`config.mk`:
```
export PLATFORM = sky130hd
export DESIGN_NAME = spi_arbiter
export DESIGN_NICKNAME = d
export VERILOG_FILES = /design/src/rtl/spi_arbiter.sv
export SDC_FILE = /design/constraint.sdc
export NUM_CORES = 1
export LEC_CHECK = 0
export CORE_UTILIZATION = 50
export DETAILED_ROUTE_END_ITERATION = 8
export GPL_ROUTABILITY_DRIVEN = 0
export PLACE_DENSITY_LB_ADDON = 0.15
export SLEW_MARGIN = 30
export SYNTH_ARGS = -nofsm -noshare
export SYNTH_HDL_FRONTEND = slang
export SYNTH_SLANG_ARGS = --single-unit
```
`constraint.sdc`:
```
create_clock -name clk -period 3.4 [get_ports clk]
set_clock_uncertainty 0.05 [all_clocks]
set_input_delay 0.68 -clock clk [delete_from_list [all_inputs] [get_ports clk]]
set_output_delay 0.68 -clock clk [all_outputs]
set_load 0.1 [all_outputs]
```
`src/rtl/spi_arbiter.sv`:
```
// Round-robin arbiter granting four requesters one at a time onto a shared SPI master.
// Grant to spi_start is one cycle; the SPI master's busy flag paces completion, with a per-wait-state timeout.
module spi_arbiter #(
    parameter int N_GAP   = 4,
    parameter int TIMEOUT = 1024
) (
    input  logic        clk,
    input  logic        rst,
    input  logic [3:0]  req,
    input  logic [31:0] req_data,
    output logic [3:0]  gnt,
    output logic [3:0]  done,
    output logic        spi_start,
    output logic [7:0]  spi_data,
    input  logic        spi_busy,
    output logic [1:0]  cs_sel,
    output logic        active,
    output logic        timeout_err
);

    localparam logic [2:0] IDLE    = 3'd0;
    localparam logic [2:0] START   = 3'd1;
    localparam logic [2:0] WAIT_HI = 3'd2;
    localparam logic [2:0] WAIT_LO = 3'd3;
    localparam logic [2:0] GAP     = 3'd4;

    localparam int TW = (TIMEOUT > 1) ? $clog2(TIMEOUT) : 1;
    localparam int GW = (N_GAP > 1) ? $clog2(N_GAP) : 1;
    localparam logic [TW-1:0] TMO_LAST = TW'(TIMEOUT - 1);
    localparam logic [GW-1:0] GAP_LAST = GW'(N_GAP - 1);

    logic [2:0]    state_q, state_d;
    logic [1:0]    ptr_q, ptr_d;
    logic [1:0]    idx_q, idx_d;
    logic [3:0]    gnt_q, gnt_d;
    logic [3:0]    done_q, done_d;
    logic [7:0]    data_q, data_d;
    logic [TW-1:0] tmo_cnt_q, tmo_cnt_d;
    logic [GW-1:0] gap_cnt_q, gap_cnt_d;
    logic          err_q, err_d;

    logic          found;
    logic [1:0]    pick_idx;
    logic [1:0]    cand;
    logic          leave;

    // Round-robin search: first asserted req at or after ptr, wrapping 3->0.
    always_comb begin
        found    = 1'b0;
        pick_idx = ptr_q;
        cand     = ptr_q;
        for (int k = 0; k < 4; k++) begin
            cand = ptr_q + 2'(k);
            if (!found && req[cand]) begin
                found    = 1'b1;
                pick_idx = cand;
            end
        end
    end

    always_comb begin
        state_d   = state_q;
        ptr_d     = ptr_q;
        idx_d     = idx_q;
        gnt_d     = gnt_q;
        done_d    = 4'b0000;
        data_d    = data_q;
        tmo_cnt_d = tmo_cnt_q;
        gap_cnt_d = gap_cnt_q;
        err_d     = err_q;
        leave     = 1'b0;

        case (state_q)
            IDLE: begin
                if (found) begin
                    idx_d   = pick_idx;
                    gnt_d   = 4'b0001 << pick_idx;
                    data_d  = req_data[{pick_idx, 3'b000} +: 8];
                    state_d = START;
                end
            end
            START: begin
                tmo_cnt_d = '0;
                state_d   = WAIT_HI;
            end
            WAIT_HI: begin
                if (spi_busy) begin
                    tmo_cnt_d = '0;
                    state_d   = WAIT_LO;
                end else if (tmo_cnt_q == TMO_LAST) begin
                    err_d = 1'b1;
                    leave = 1'b1;
                end else begin
                    tmo_cnt_d = tmo_cnt_q + 1'b1;
                end
            end
            WAIT_LO: begin
                if (!spi_busy) begin
                    done_d = gnt_q;
                    leave  = 1'b1;
                end else if (tmo_cnt_q == TMO_LAST) begin
                    err_d = 1'b1;
                    leave = 1'b1;
                end else begin
                    tmo_cnt_d = tmo_cnt_q + 1'b1;
                end
            end
            GAP: begin
                if (gap_cnt_q == GAP_LAST) begin
                    state_d = IDLE;
                end else begin
                    gap_cnt_d = gap_cnt_q + 1'b1;
                end
            end
            default: state_d = IDLE;
        endcase

        // Normal completion and timeout abort share the same release path.
        if (leave) begin
            gnt_d     = 4'b0000;
            ptr_d     = idx_q + 2'd1;
            gap_cnt_d = '0;
            tmo_cnt_d = '0;
            state_d   = (N_GAP == 0) ? IDLE : GAP;
        end
    end

    always_ff @(posedge clk or posedge rst) begin
        if (rst) begin
            state_q   <= IDLE;
            ptr_q     <= 2'd0;
            idx_q     <= 2'd0;
            gnt_q     <= 4'b0000;
            done_q    <= 4'b0000;
            data_q    <= 8'h00;
            tmo_cnt_q <= '0;
            gap_cnt_q <= '0;
            err_q     <= 1'b0;
        end else begin
            state_q   <= state_d;
            ptr_q     <= ptr_d;
            idx_q     <= idx_d;
            gnt_q     <= gnt_d;
            done_q    <= done_d;
            data_q    <= data_d;
            tmo_cnt_q <= tmo_cnt_d;
            gap_cnt_q <= gap_cnt_d;
            err_q     <= err_d;
        end
    end

    assign gnt         = gnt_q;
    assign done        = done_q;
    assign spi_start   = (state_q == START);
    assign spi_data    = data_q;
    assign cs_sel      = idx_q;
    assign active      = (state_q != IDLE) && (state_q != GAP);
    assign timeout_err = err_q;

endmodule
```
==> run summary <==
The headroom to the max-slew limit came out at 0.356. The total global routing track utilization is 0.223. The routed design uses approximately 250 µm of met3 wire. The count of TritonRoute iterations in the first routing pass came out at 4. TritonCTS built the clock tree. The cell area after technology mapping is a little under 0.002 mm². The routed metal-1 wire length is 2140 µm. The worst path arrival time came out at between 2 and 3 ns.

Walking the worst path, the cells encountered are clkdlybuf4s50_1, nand2b_1, a21oi_1, or3_1, mux2i_1, a221oi_1. For this run, design rule violations remaining after detail routing come to 0. The signed area change from the synthesized netlist to the final layout came out at 34.7%. The period utilization came out at 0.795. The largest fanout on the critical path is 17. The worst stage delay on the critical path came out at between 0.6 and 0.7 ns. The minimum clock period is 2.70 ns.

The area fraction of the dominant cell type after synthesis came out at 0.458. The first-pass GRT wire length came out at ~7300 µm. The count of buffers added by post-CTS timing repair for setup is 0.

Setup total negative slack on the finished layout was measured at 0 ns. In this run, post-CTS repair resized a total of 0 instances. The number of hold buffers added after CTS was 0.

The number of pins with negative max-slew slack in the final report is 0. The post-detailed-routing wire length came out at about 4500 µm. By area the synthesized netlist is led by sky130_fd_sc_hd__dfrtp_1 (46%), sky130_fd_sc_hd__a21oi_1 (4.6%), sky130_fd_sc_hd__mux2i_1 (4.6%), sky130_fd_sc_hd__o21ai_0 (3.6%), sky130_fd_sc_hd__nand2_1 (3.2%). The highest metal layer used by the detailed router is met4. The number of clock sinks came out at 36. The number of vias in the routed layout came out at about 1.8k.

In this run the static leakage power is about 0.0011 µW. Among cell families on the critical path, the largest total delay comes from simple AND/OR/NAND/NOR gates. The fraction of final layout cells sized beyond drive strength 1 is 0.139.

In this run the power density over the cells is just under 1000 mW/mm². The total area of multi-input combinational cells came out at around 990 µm². The number of cells on the worst hold path is 1. The number of fill cells in the layout is approximately 290. The standard cell core area came out at between 0.003 and 0.004 mm².

The launch point of the worst hold path is timeout_err$_DFFE_PP0P_. The initial antenna violation count is 0. The number of violations of the max-capacitance limit is 0.

The leftover overflow at the end of global routing is 0. The number of flops mapped to enable cells by yosys is 0. The count of nets after finishing is 307. The endpoint identified for the worst register-to-register timing path is spi_data[1]$_DFFE_PP0P_. The largest total area in the synthesized netlist belongs to sky130_fd_sc_hd__dfrtp_1.

The actual transition at the worst max-transition pin came out at between 0.9 and 1 ns. The startpoint identified for the worst register-to-register timing path is ptr_q[0]$_DFFE_PP0P_. The sequential cell area came out at about 900 µm². The via count of the first global-routing pass came out at between 1.5k and 2k. The kind of end point of the critical path is a flop. The sequential fraction of the synthesis area came out at 0.458. The setup slack on the worst flop-to-flop path came out at approximately 1.2 ns. The buffer depth of the longest clock path is 2.

The I/O pin count is 60. The post-detailed-route count of antenna-violating nets came out at 0. The post-route total power came out at around 2600 µW. The width of the chip is roughly 65 µm. The critical path starts at req[1]. The run finished with clean final reports. In this run, the number of DRC markers left after iteration 0 of detailed routing was 120. The most frequent cell after synthesis is sky130_fd_sc_hd__dfrtp_1.

The detailed-routed wire length on met2 came out at between 2000 and 2500 µm. During placement, the flow inserted port buffers numbering 59. Before CTS, the worst setup slack after placement is 0.420 ns. The full die area is 0.00419 mm².

After technology mapping, the gate count stands at ~210. Setup repair after global routing left no endpoint under its margin. The tightest min-delay check is of the reg -> reg type. The number of distinct library cells after synthesis came out at between 40 and 50. The wire length per cell after detailed routing came out at roughly 14 µm. Counting both buffers and inverters, the worst setup path holds a total of 1.

The count of standard-cell rows is 22. The highest clock rate came out at ~370 MHz. The floorplan die height is approximately 65 µm.

The sum of net half-perimeters after detailed placement came out at about 3200 µm. The total count of hold-check failures in the final report came to 0. The number of buffers added by the clock tree synthesis step is 5. Setup violations remaining at the end of the flow were counted as 0. The kind of launch point of the worst setup path is an input port.

The critical path is of the in -> reg type. The data required time at the worst endpoint came out at about 3.5 ns. The number of flip-flops and latches in the synthesized netlist came out at 36. After clock tree synthesis, the clock-pin slew on the worst setup and hold paths is approximately 0.07 ns. The H-tree generated during clock tree synthesis spans 2 levels. The number of warnings printed during yosys synthesis is 0.

The net count of the mapped netlist is around 250. The antenna diode count came out at 0. The starting utilization of the core area is 0.529. Clock latency on the worst-skew pair, taken at its later pin, is about 0.28 ns. The worst reg-to-reg path cell count came out at 5. IR analysis of the VDD net gives a maximum drop of ~0.67 mV. Clock tree synthesis selected as its root buffer the cell sky130_fd_sc_hd__clkbuf_8. The share of synthesized flip-flops with an asynchronous set or reset is 1.00. After synthesis, the most frequently instantiated cells are sky130_fd_sc_hd__dfrtp_1 (36), sky130_fd_sc_hd__a21oi_1 (18), sky130_fd_sc_hd__nand2_1 (17), sky130_fd_sc_hd__nor2_1 (17), sky130_fd_sc_hd__o21ai_0 (14). The final setup slack of the worst path came out at between 0.6 and 0.7 ns. Entering global routing, the biggest net connects 37 pins. The top flip-flop cell by instance count after synthesis is sky130_fd_sc_hd__dfrtp_1. Dividing the synthesized area by the synthesized cell count gives around 9.5 µm². The worst hold path terminates at timeout_err$_DFFE_PP0P_. The slowest stage of the critical path is the sky130_fd_sc_hd__or3_1 cell. Using the TritonRoute via totals, the vias-per-cell ratio works out to roughly 5.6.
-- report_power, final --
group | switching, µW | internal (µW) | leakage [µW]
Combinational | 1120 | 413 | 0.000629
Sequential | 123 | 563 | 0.000459
Clock | 149 | 218 | 0.0000552
-- worst max path at each step --
| stage | endpoint | cells past startpoint |
|---|---|---|
| floorplan | spi_start | 2 |
| global placement | spi_data[2]$_DFFE_PP0P_ | 6 |
| global route | spi_data[5]$_DFFE_PP0P_ | 6 |
| detailed placement | spi_data[2]$_DFFE_PP0P_ | 6 |
| CTS | spi_data[2]$_DFFE_PP0P_ | 6 |
| finish | spi_data[1]$_DFFE_PP0P_ | 6 |
-- cell families (layout without fill, tap and decap cells) --
logic type,count (synthesis),count (layout),synth area share
buffers and inverters,15,76,0.0401
adder cells (fa/ha/maj),2,2,0.0127
XOR/XNOR,4,4,0.0178
AND/OR/NAND/NOR,81,81,0.219
AO/OA/AOI/OAI,59,59,0.206
multiplexers,9,9,0.0458
flip-flops,36,36,0.458
-- state kept, by name, summed over array words and instances, names as in the netlist --
signal       cells
timeout_err      1
cs_sel           2
tmo_cnt_q       10
spi_data         8
gap_cnt_q        2
done             4
state_q          3
gnt              4
ptr_q            2
-- metal layers --
layer,vias to the layer above,GRT usage
met3,4,0.0493
met5,-,0
met2,50,0.355
li1,870,-
met4,0,0.0500
met1,830,0.309
-- final cells by class --
type / count / area share
flip-flops and latches: 36 / 0.340
clock inverters: 2 / 0.0132
clock buffers: 6 / 0.0274
repair buffers: 62 / 0.216
well taps: 48 / 0.0227
inverters: 6 / 0.00851
multi-input cells: 155 / 0.372
-- per-stage QoR --
step / std cells / area (µm²) / util / hold WS (ns)
CTS: 315 / 2650 / 0.712 / 0.435
detailed placement: 307 / 2540 / 0.684 / 0.419
finish: 315 / 2650 / 0.712 / 0.426
global route: 315 / 2650 / 0.712 / 0.456
global placement: 307 / 2540 / 0.684 / 0.417
floorplan: 206 / 1970 / - / 0.394
-- cell usage in the layout, fill, tap and decap left out, drive strengths merged, types with 2 or more instances in the layout --
cell type      netlist  final
o21ai               15     15
nand4                2      2
nand2b               6      6
and3                 2      2
a221oi               7      7
ha                   2      2
clkbuf               3      6
or2                  3      3
nor2                17     17
and2                 4      4
nor4                 2      2
nor3                 5      5
nor3b                3      3
mux2i                9      9
nand3                9      9
or3                  5      5
o21a                 2      2
inv                  6      6
a21oi               21     21
nor2b                3      3
o31ai                4      4
xor2                 3      3
buf                  6     20
nand2               17     17
dfrtp               36     36
clkdlybuf4s50        0     42
(Power assumes the default switching activity.)
